--- src/rtl/periph_bus_fabric.sv ---
// Memory-mapped bus fabric: decodes the core's data-port request onto one of
// NUM_SLV slaves through a registered IDLE/ACCESS/RESP handshake with timeout.
module periph_bus_fabric #(
  parameter int unsigned NUM_SLV     = 4,
  parameter int unsigned AW          = 32,
  parameter int unsigned DW          = 32,
  parameter logic [NUM_SLV*AW-1:0] SLV_BASE =
    {32'h7002_0000, 32'h7001_0000, 32'h7000_0000, 32'h0000_0000},
  parameter logic [NUM_SLV*AW-1:0] SLV_MASK =
    {32'hFFFF_F000, 32'hFFFF_FFF0, 32'hFFFF_F000, 32'hFFFF_E000},
  parameter int unsigned DEFAULT_SLV = 0,
  parameter int unsigned TIMEOUT     = 15
) (
  input  logic                  clk,
  input  logic                  reset,
  input  logic [AW-1:0]         m_addr,
  input  logic                  m_re,
  input  logic                  m_we,
  input  logic [DW/8-1:0]       m_be,
  input  logic [DW-1:0]         m_wdata,
  output logic [DW-1:0]         m_rdata,
  output logic                  m_ready,
  output logic                  m_err,
  output logic [NUM_SLV-1:0]    s_cs_n,
  output logic                  s_re,
  output logic                  s_we,
  output logic [AW-1:0]         s_addr,
  output logic [DW-1:0]         s_wdata,
  output logic [DW/8-1:0]       s_be,
  input  logic [NUM_SLV*DW-1:0] s_rdata,
  input  logic [NUM_SLV-1:0]    s_ready,
  output logic [AW-1:0]         err_addr,
  output logic [7:0]            err_count
);

  localparam int unsigned SW = (NUM_SLV > 1) ? $clog2(NUM_SLV) : 1;
  localparam int unsigned CW = (TIMEOUT > 0) ? $clog2(TIMEOUT + 1) : 1;
  localparam logic [DW-1:0] ERR_DATA = DW'(32'hDEAD_BEEF);

  typedef enum logic [1:0] {IDLE, ACCESS, RESP} state_t;

  state_t          state, state_d;
  logic [SW-1:0]   sel_q, dec_sel;
  logic            dec_hit;
  logic            re_q, we_q;
  logic [CW-1:0]   wait_cnt;
  logic [DW-1:0]   sel_rdata;
  logic            sel_ready;
  logic            req, dir_re, dir_we;
  logic            resp_d, err_d;

  assign req = m_re | m_we;

  // Direction that will be in force in the next cycle: fresh from the master
  // when leaving IDLE, otherwise the latched copy.
  assign dir_re = (state == IDLE) ? m_re : re_q;
  assign dir_we = (state == IDLE) ? m_we : we_q;

  // Scan high-to-low so the lowest matching index is the last assignment.
  always_comb begin
    dec_hit = 1'b0;
    dec_sel = '0;
    for (int unsigned i = NUM_SLV; i > 0; i--) begin
      if ((m_addr & SLV_MASK[(i-1)*AW +: AW]) == SLV_BASE[(i-1)*AW +: AW]) begin
        dec_hit = 1'b1;
        dec_sel = SW'(i - 1);
      end
    end
    if (!dec_hit && (DEFAULT_SLV < NUM_SLV)) begin
      dec_hit = 1'b1;
      dec_sel = SW'(DEFAULT_SLV);
    end
  end

  always_comb begin
    sel_rdata = '0;
    sel_ready = 1'b0;
    for (int unsigned i = 0; i < NUM_SLV; i++) begin
      if (sel_q == SW'(i)) begin
        sel_rdata = s_rdata[i*DW +: DW];
        sel_ready = s_ready[i];
      end
    end
  end

  always_comb begin
    s_cs_n = '1;
    if (state == ACCESS) begin
      for (int unsigned i = 0; i < NUM_SLV; i++) begin
        if (sel_q == SW'(i)) s_cs_n[i] = 1'b0;
      end
    end
  end

  always_comb begin
    state_d = state;
    resp_d  = 1'b0;
    err_d   = 1'b0;
    unique case (state)
      IDLE: begin
        if (req) begin
          if (!dec_hit || (m_re && m_we)) begin
            state_d = RESP;
            resp_d  = 1'b1;
            err_d   = 1'b1;
          end else begin
            state_d = ACCESS;
          end
        end
      end
      ACCESS: begin
        // Ready is checked first so it wins over a coincident timeout.
        if (sel_ready) begin
          state_d = RESP;
          resp_d  = 1'b1;
        end else if (wait_cnt == CW'(TIMEOUT)) begin
          state_d = RESP;
          resp_d  = 1'b1;
          err_d   = 1'b1;
        end
      end
      RESP:    state_d = IDLE;
      default: state_d = IDLE;
    endcase
  end

  always_ff @(posedge clk or negedge reset) begin
    if (!reset) begin
      state     <= IDLE;
      sel_q     <= '0;
      re_q      <= 1'b0;
      we_q      <= 1'b0;
      wait_cnt  <= '0;
      s_re      <= 1'b0;
      s_we      <= 1'b0;
      s_addr    <= '0;
      s_wdata   <= '0;
      s_be      <= '0;
      m_rdata   <= '0;
      m_ready   <= 1'b0;
      m_err     <= 1'b0;
      err_addr  <= '0;
      err_count <= '0;
    end else begin
      state   <= state_d;
      m_ready <= resp_d;
      m_err   <= err_d;
      s_re    <= (state_d == ACCESS) && dir_re;
      s_we    <= (state_d == ACCESS) && dir_we;

      if (state == IDLE && req) begin
        sel_q   <= dec_sel;
        re_q    <= m_re;
        we_q    <= m_we;
        s_addr  <= m_addr;
        s_wdata <= m_wdata;
        s_be    <= m_be;
      end

      if (state == ACCESS && state_d == ACCESS) wait_cnt <= CW'(wait_cnt + 1'b1);
      else                                      wait_cnt <= '0;

      if (resp_d) begin
        if (err_d && dir_re)                       m_rdata <= ERR_DATA;
        else if (!err_d && state == ACCESS && re_q) m_rdata <= sel_rdata;
      end

      if (err_d) begin
        err_addr <= (state == IDLE) ? m_addr : s_addr;
        if (err_count != 8'hFF) err_count <= err_count + 8'd1;
      end
    end
  end

endmodule

--- config.mk ---
export PLATFORM = sky130hd
export DESIGN_NAME = periph_bus_fabric
export DESIGN_NICKNAME = d
export VERILOG_FILES = /design/src/rtl/periph_bus_fabric.sv
export SDC_FILE = /design/constraint.sdc
export NUM_CORES = 1
export LEC_CHECK = 0
export CORE_ASPECT_RATIO = 0.9
export CORE_UTILIZATION = 39
export DETAILED_ROUTE_END_ITERATION = 10
export DONT_BUFFER_PORTS = 1
export PLACE_DENSITY_LB_ADDON = 0.2
export RECOVER_POWER = 50
export SLEW_MARGIN = 20
export SYNTH_ARGS = -nofsm -noshare
export SYNTH_HDL_FRONTEND = slang
export SYNTH_SLANG_ARGS = --single-unit
export TNS_END_PERCENT = 5
--- constraint.sdc ---
create_clock -name clk -period 5.1 [get_ports clk]
set_input_delay 1.53 -clock clk [delete_from_list [all_inputs] [get_ports clk]]
set_output_delay 1.53 -clock clk [all_outputs]
set_load 0.01 [all_outputs]
==> results of run 1 <==
-- area by class of cell --
class / count / area share, %
clock inverter: 14 / 2.095
clock buffer: 18 / 5.570
inverter: 2 / 0.09743
antenna: 2 / 0.06496
timing repair buffer: 3 / 0.2923
sequential: 154 / 50.05
multi-input combinational: 307 / 38.02
tap: 235 / 3.816
-- per-stage QoR --
| step | instances | cell area, um2 | power, mW |
|---|---|---|---|
| 2_1_floorplan | 494 | 6897 | 3.405 |
| 3_3_place_gp | 701 | 7097 | 3.716 |
| 3_5_place_dp | 701 | 7097 | 3.776 |
| 4_1_cts | 733 | 7687 | 5.064 |
| 5_1_grt | 735 | 7705 | 5.308 |
| 6_report | 735 | 7705 | 5.001 |
-- sequential cells by signal, summed over array words and instances (netlist names) --
signal / flops
m_err: 1
m_rdata: 32
s_we: 1
s_addr: 32
err_addr: 32
s_be: 4
re_q: 1
sel_q: 2
s_re: 1
m_ready: 1
we_q: 1
s_wdata: 32
state: 2
err_count: 8
wait_cnt: 4
-- layer usage --
metal | vias to the layer above | global-route usage [%] | wire [um]
met5 | - | 0 | 0
met4 | 0 | 6.705 | 287
met3 | 14 | 8.666 | 1878
met2 | 211 | 34.72 | 9577
met1 | 2151 | 23.03 | 6951
li1 | 1833 | - | -
-- power by group --
group / internal [mW] / leakage, nW / switching, mW / total (mW)
clock network: 0.733 / 0.284 / 0.535 / 1.27
logic: 0.662 / 0.981 / 0.551 / 1.21
registers: 1.77 / 1.77 / 0.749 / 2.52
-- worst max path at each step --
stage | from | to | slack [ps] | cells after the start
6_report | sel_q[1]$_DFFE_PN0P_ | s_cs_n[0] | 1840 | 2
3_3_place_gp | s_ready[3] | err_count[1]$_DFFE_PN0P_ | 1530 | 5
2_1_floorplan | s_ready[3] | err_count[6]$_DFFE_PN0P_ | 2140 | 5
5_1_grt | sel_q[1]$_DFFE_PN0P_ | s_cs_n[0] | 1780 | 2
4_1_cts | sel_q[1]$_DFFE_PN0P_ | s_cs_n[0] | 1810 | 2
3_5_place_dp | s_ready[3] | err_count[1]$_DFFE_PN0P_ | 1510 | 5
-- logic make-up after synthesis --
group	count (synthesis)	synth area share, %
mux	135	26.85
buf+inv	33	2.105
simple gates	84	5.788
xor+xnor	10	1.270
fa+ha+maj	2	0.3628
compound gates	76	7.747
flops	154	55.88
-- synthesized netlist by cell type, types with 8 or more instances --
library cell	n	share of area (%)
nand3_1	10	0.73
buf_2	14	1.0
mux2_2	70	11
xnor2_1	8	1.0
mux2i_1	32	4.6
a21oi_1	34	2.5
nand2_1	13	0.71
o22a_1	24	3.0
a22o_1	8	1.0
clkbuf_1	13	0.71
mux4_2	33	11
nor2_1	39	2.1
dfrtp_1	154	56
==> results.tsv, run 1 <==
metric	value	unit
Multi-input gate area	2929	um2
most frequent cells in the layout	152 x dfrtp_1, 70 x mux2_2, 38 x nor2_1	
Post-Synthesis Cells	494	
final hold violations	0	
Final period util	63.83	%
worst-case reg-to-reg path depth	5	
Critical R2R Capture	err_count[1]$_DFFE_PN0P_	
die width	142.2	um
Final Critical Period	3255	ps
initial antenna violation count	4	
vias in the first global route	4527	
post-synth cell types	34	
Max Fanout on Critical Path	37	
drt pass-1 iters	4	
final wirelength	18690	um
Synth async-reset ratio	100.0	%
final setup vio count	0	
clock buffer depth	2	
clock root cell	clkbuf_16	
worst setup skew after layout	11.34	ps
Slew Limit Fails	0	
Core Rows	45	
clk sinks	154	
dpl hpwl	13580	um
Synth Flop Type	dfrtp_1	
Post-synth EDFFs	0	
DRC	0	
delay-heaviest family, CP	flip-flops	
max incr delay on CP	930	ps
PwrDens	649.1	nW/um2
worst skew pair latency	420	ps
largest net degree at the start of global routing	155	
setup total negative slack	0	ps
Max stage delay cell, worst path	dfrtp_2	
total congestion overflow	0	
max-cap viol count	0	
syn_area_per_cell	13.96	um2
WP data required	3570	ps
CP cell instances	nor2_1 -> nand2_1	
Starting Density	40.43	%
Avg WL per Cell	25.43	um
hold crit path type	flop to flop	
first-pass GRT wire length	27290	um
area grow syn2layout	11.72	%
hold buffer count at cts	0	
relative slew slack	31.44	%
reg2reg start	sel_q[1]$_DFFE_PN0P_	
Post-Syn Area	6897	um2
layout cell share with drive strength beyond 1	28.92	%
die height	128.2	um
# H-tree levels	4	
Critical Path Start Type	flop	
Core ar.	17060	um2
vias per cell	5.727	
Final #Nets	691	
r2r setup slk	2150	ps
Crit. End Element	primary output	
FILL cells	1535	
Peak VDD IR	0.3394	mV
leading cell type in the layout, fill and taps excluded	dfrtp_1	
Buf/Inv on CP	0	
register area share after synthesis	55.88	%
IO buf count	0	
Total Routing Usage GR	20.40	%
Lkg Pwr	3.036	nW
post-CTS setup buffers	0	
flip-flop and latch area	3856	um2
Initial DRC Count	166	
status	finished, final reports clean	
arrival time worst endpoint	1730	ps
Hold Crit Depth	1	
post-CTS sizing	0	
antenna-violating nets left	0	
final worst slack	1845	ps
hold wc startpoint	wait_cnt[0]$_DFF_PN0_	
fmax	307.2	MHz
Hold Path End	wait_cnt[0]$_DFF_PN0_	
die area	18220	um2
RSZ-0062 raised after global routing	no	
Layout Utilization	45.16	%
Crit Path Class	flop to primary output	
CTS tree	built	
yosys warns	0	
TritonCTS Buffers	17	
DP Worst Slack	1508	ps
worst slew pin tran	1028	ps
routed via count	4209	
Reg clk slew, reported paths	60	ps
syn_nets	700	
placer congestion estimate	0.7804	
Fin Hold WS	470.6	ps
# IOs	352	
Yosys reg bits	154	
(Power assumes the default switching activity.)
==> inputs of run 2 (changes only) <==
==> constraint.sdc (replaced) <==
create_clock -name clk -period 2.78 [get_ports clk]
set_input_delay 0.834 -clock clk [delete_from_list [all_inputs] [get_ports clk]]
set_output_delay 0.834 -clock clk [all_outputs]
set_load 0.01 [all_outputs]
==> run 2 against run 1 <==
Compared with the run above: cell count grew 1.1%; clock skew decreased by 1.0 ps; setup slack worse by 1600 ps; clock-buffer cell count is the same; combinational power rose by 92%; via count is 1.3% higher; first-iteration DRC count increased by 22%; critical endpoint is now s_cs_n[2]; global-route usage up 0.12 points; clock power increased by 82%; sequential power increased by 83%; register-to-register slack worse by 1600 ps; total power rose by 85%.
==> results.tsv, run 2 (synthesized netlist as in run 1, its figures left out) <==
metric	value	unit
vias per cell	5.740	
die height	128.2	um
layout cell share with drive strength beyond 1	29.50	%
final hold violations	0	
Core Rows	45	
FILL cells	1547	
Reg clk slew, reported paths	60	ps
Starting Density	40.43	%
TritonCTS Buffers	17	
hold buffer count at cts	0	
IO buf count	0	
routed via count	4265	
worst-case reg-to-reg path depth	5	
Lkg Pwr	3.073	nW
PwrDens	1192	nW/um2
placer congestion estimate	0.7664	
initial antenna violation count	4	
Max Fanout on Critical Path	35	
clk sinks	154	
dpl hpwl	14070	um
Avg WL per Cell	25.27	um
first-pass GRT wire length	27460	um
vias in the first global route	4569	
Critical R2R Capture	m_rdata[30]$_DFFE_PN0P_	
worst setup skew after layout	10.31	ps
clock buffer depth	2	
post-CTS setup buffers	0	
arrival time worst endpoint	1700	ps
# H-tree levels	4	
Critical Path Start Type	flop	
Slew Limit Fails	0	
largest net degree at the start of global routing	155	
Initial DRC Count	203	
setup total negative slack	0	ps
Final #Nets	698	
worst slew pin tran	1235	ps
Core ar.	17060	um2
die area	18220	um2
Final Critical Period	2532	ps
worst skew pair latency	420	ps
WP data required	1950	ps
total congestion overflow	0	
Total Routing Usage GR	20.52	%
fmax	395.0	MHz
leading cell type in the layout, fill and taps excluded	dfrtp_1	
Crit. End Element	primary output	
drt pass-1 iters	5	
r2r setup slk	580	ps
max-cap viol count	0	
area grow syn2layout	12.52	%
DRC	0	
final wirelength	18780	um
status	finished, final reports clean	
reg2reg start	wait_cnt[0]$_DFF_PN0_	
CTS tree	built	
# IOs	352	
post-CTS sizing	0	
relative slew slack	17.64	%
die width	142.2	um
clock root cell	clkbuf_16	
antenna-violating nets left	0	
Crit Path Class	flop to primary output	
Final period util	91.07	%
RSZ-0062 raised after global routing	no	
final setup vio count	0	
most frequent cells in the layout	152 x dfrtp_1, 70 x mux2_2, 39 x nor2_1	
worst setup path start	sel_q[0]$_DFFE_PN0P_	
Peak VDD IR	0.6190	mV
Fin Hold WS	115.3	ps
hold crit path type	primary input to asynchronous set/reset pin	
## run 2: report_power, final
part	leakage [nW]	total [mW]	internal, mW	switching [mW]
clock network	0.283	2.31	1.34	0.969
logic	1.02	2.32	1.28	1.04
registers	1.77	4.62	3.25	1.37
total	3.07	9.25	5.87	3.38
## run 2: layout make-up
cell class | instances | area (um2) | share of cell area (%)
antenna | 3 | 7.507 | 0.09674
multi-input combinational | 307 | 2909 | 37.49
timing repair buffer | 10 | 97.59 | 1.258
inverter | 2 | 7.507 | 0.09674
tap | 235 | 294.0 | 3.789
clock inverter | 14 | 158.9 | 2.048
sequential | 154 | 3856 | 49.69
clock buffer | 18 | 429.2 | 5.530
## run 2: critical path, cell delays in order, from the launching register on
cell and delay, ps:
dfrtp_2 370, buf_4 520, inv_1 200, nand3_1 180
## run 2: worst max path at each step
stage / to / slack [ps] / cells past startpoint
after global placement: m_rdata[21]$_DFFE_PN0P_ / 350 / 4
after floorplan: err_count[6]$_DFFE_PN0P_ / 520 / 5
final: s_cs_n[2] / 250 / 3
after global routing: s_cs_n[2] / 90 / 3
after CTS: s_cs_n[2] / 160 / 3
after detailed placement: m_rdata[23]$_DFFE_PN0P_ / 260 / 4
## run 2: per-stage QoR
step	setup slack (ps)	std cells	power [mW]	util (%)	cell area [um2]
after floorplan	520.7	494	6.246	-	6897
after global routing	88.53	742	9.782	45.47	7757
final	248.2	743	9.248	45.49	7760
after detailed placement	255.1	708	7.006	42.05	7174
after CTS	157.8	740	9.358	45.50	7762
after global placement	350.1	708	6.894	42.05	7174
## run 2: metal layers
layer  vias up  wire length [um]  GRT usage [%]
met5         -                 0              0
met4         0               356          7.021
met3        19              1872          8.517
met2       214              9686          35.21
met1      2184              6861          22.94
li1       1848                 -              -
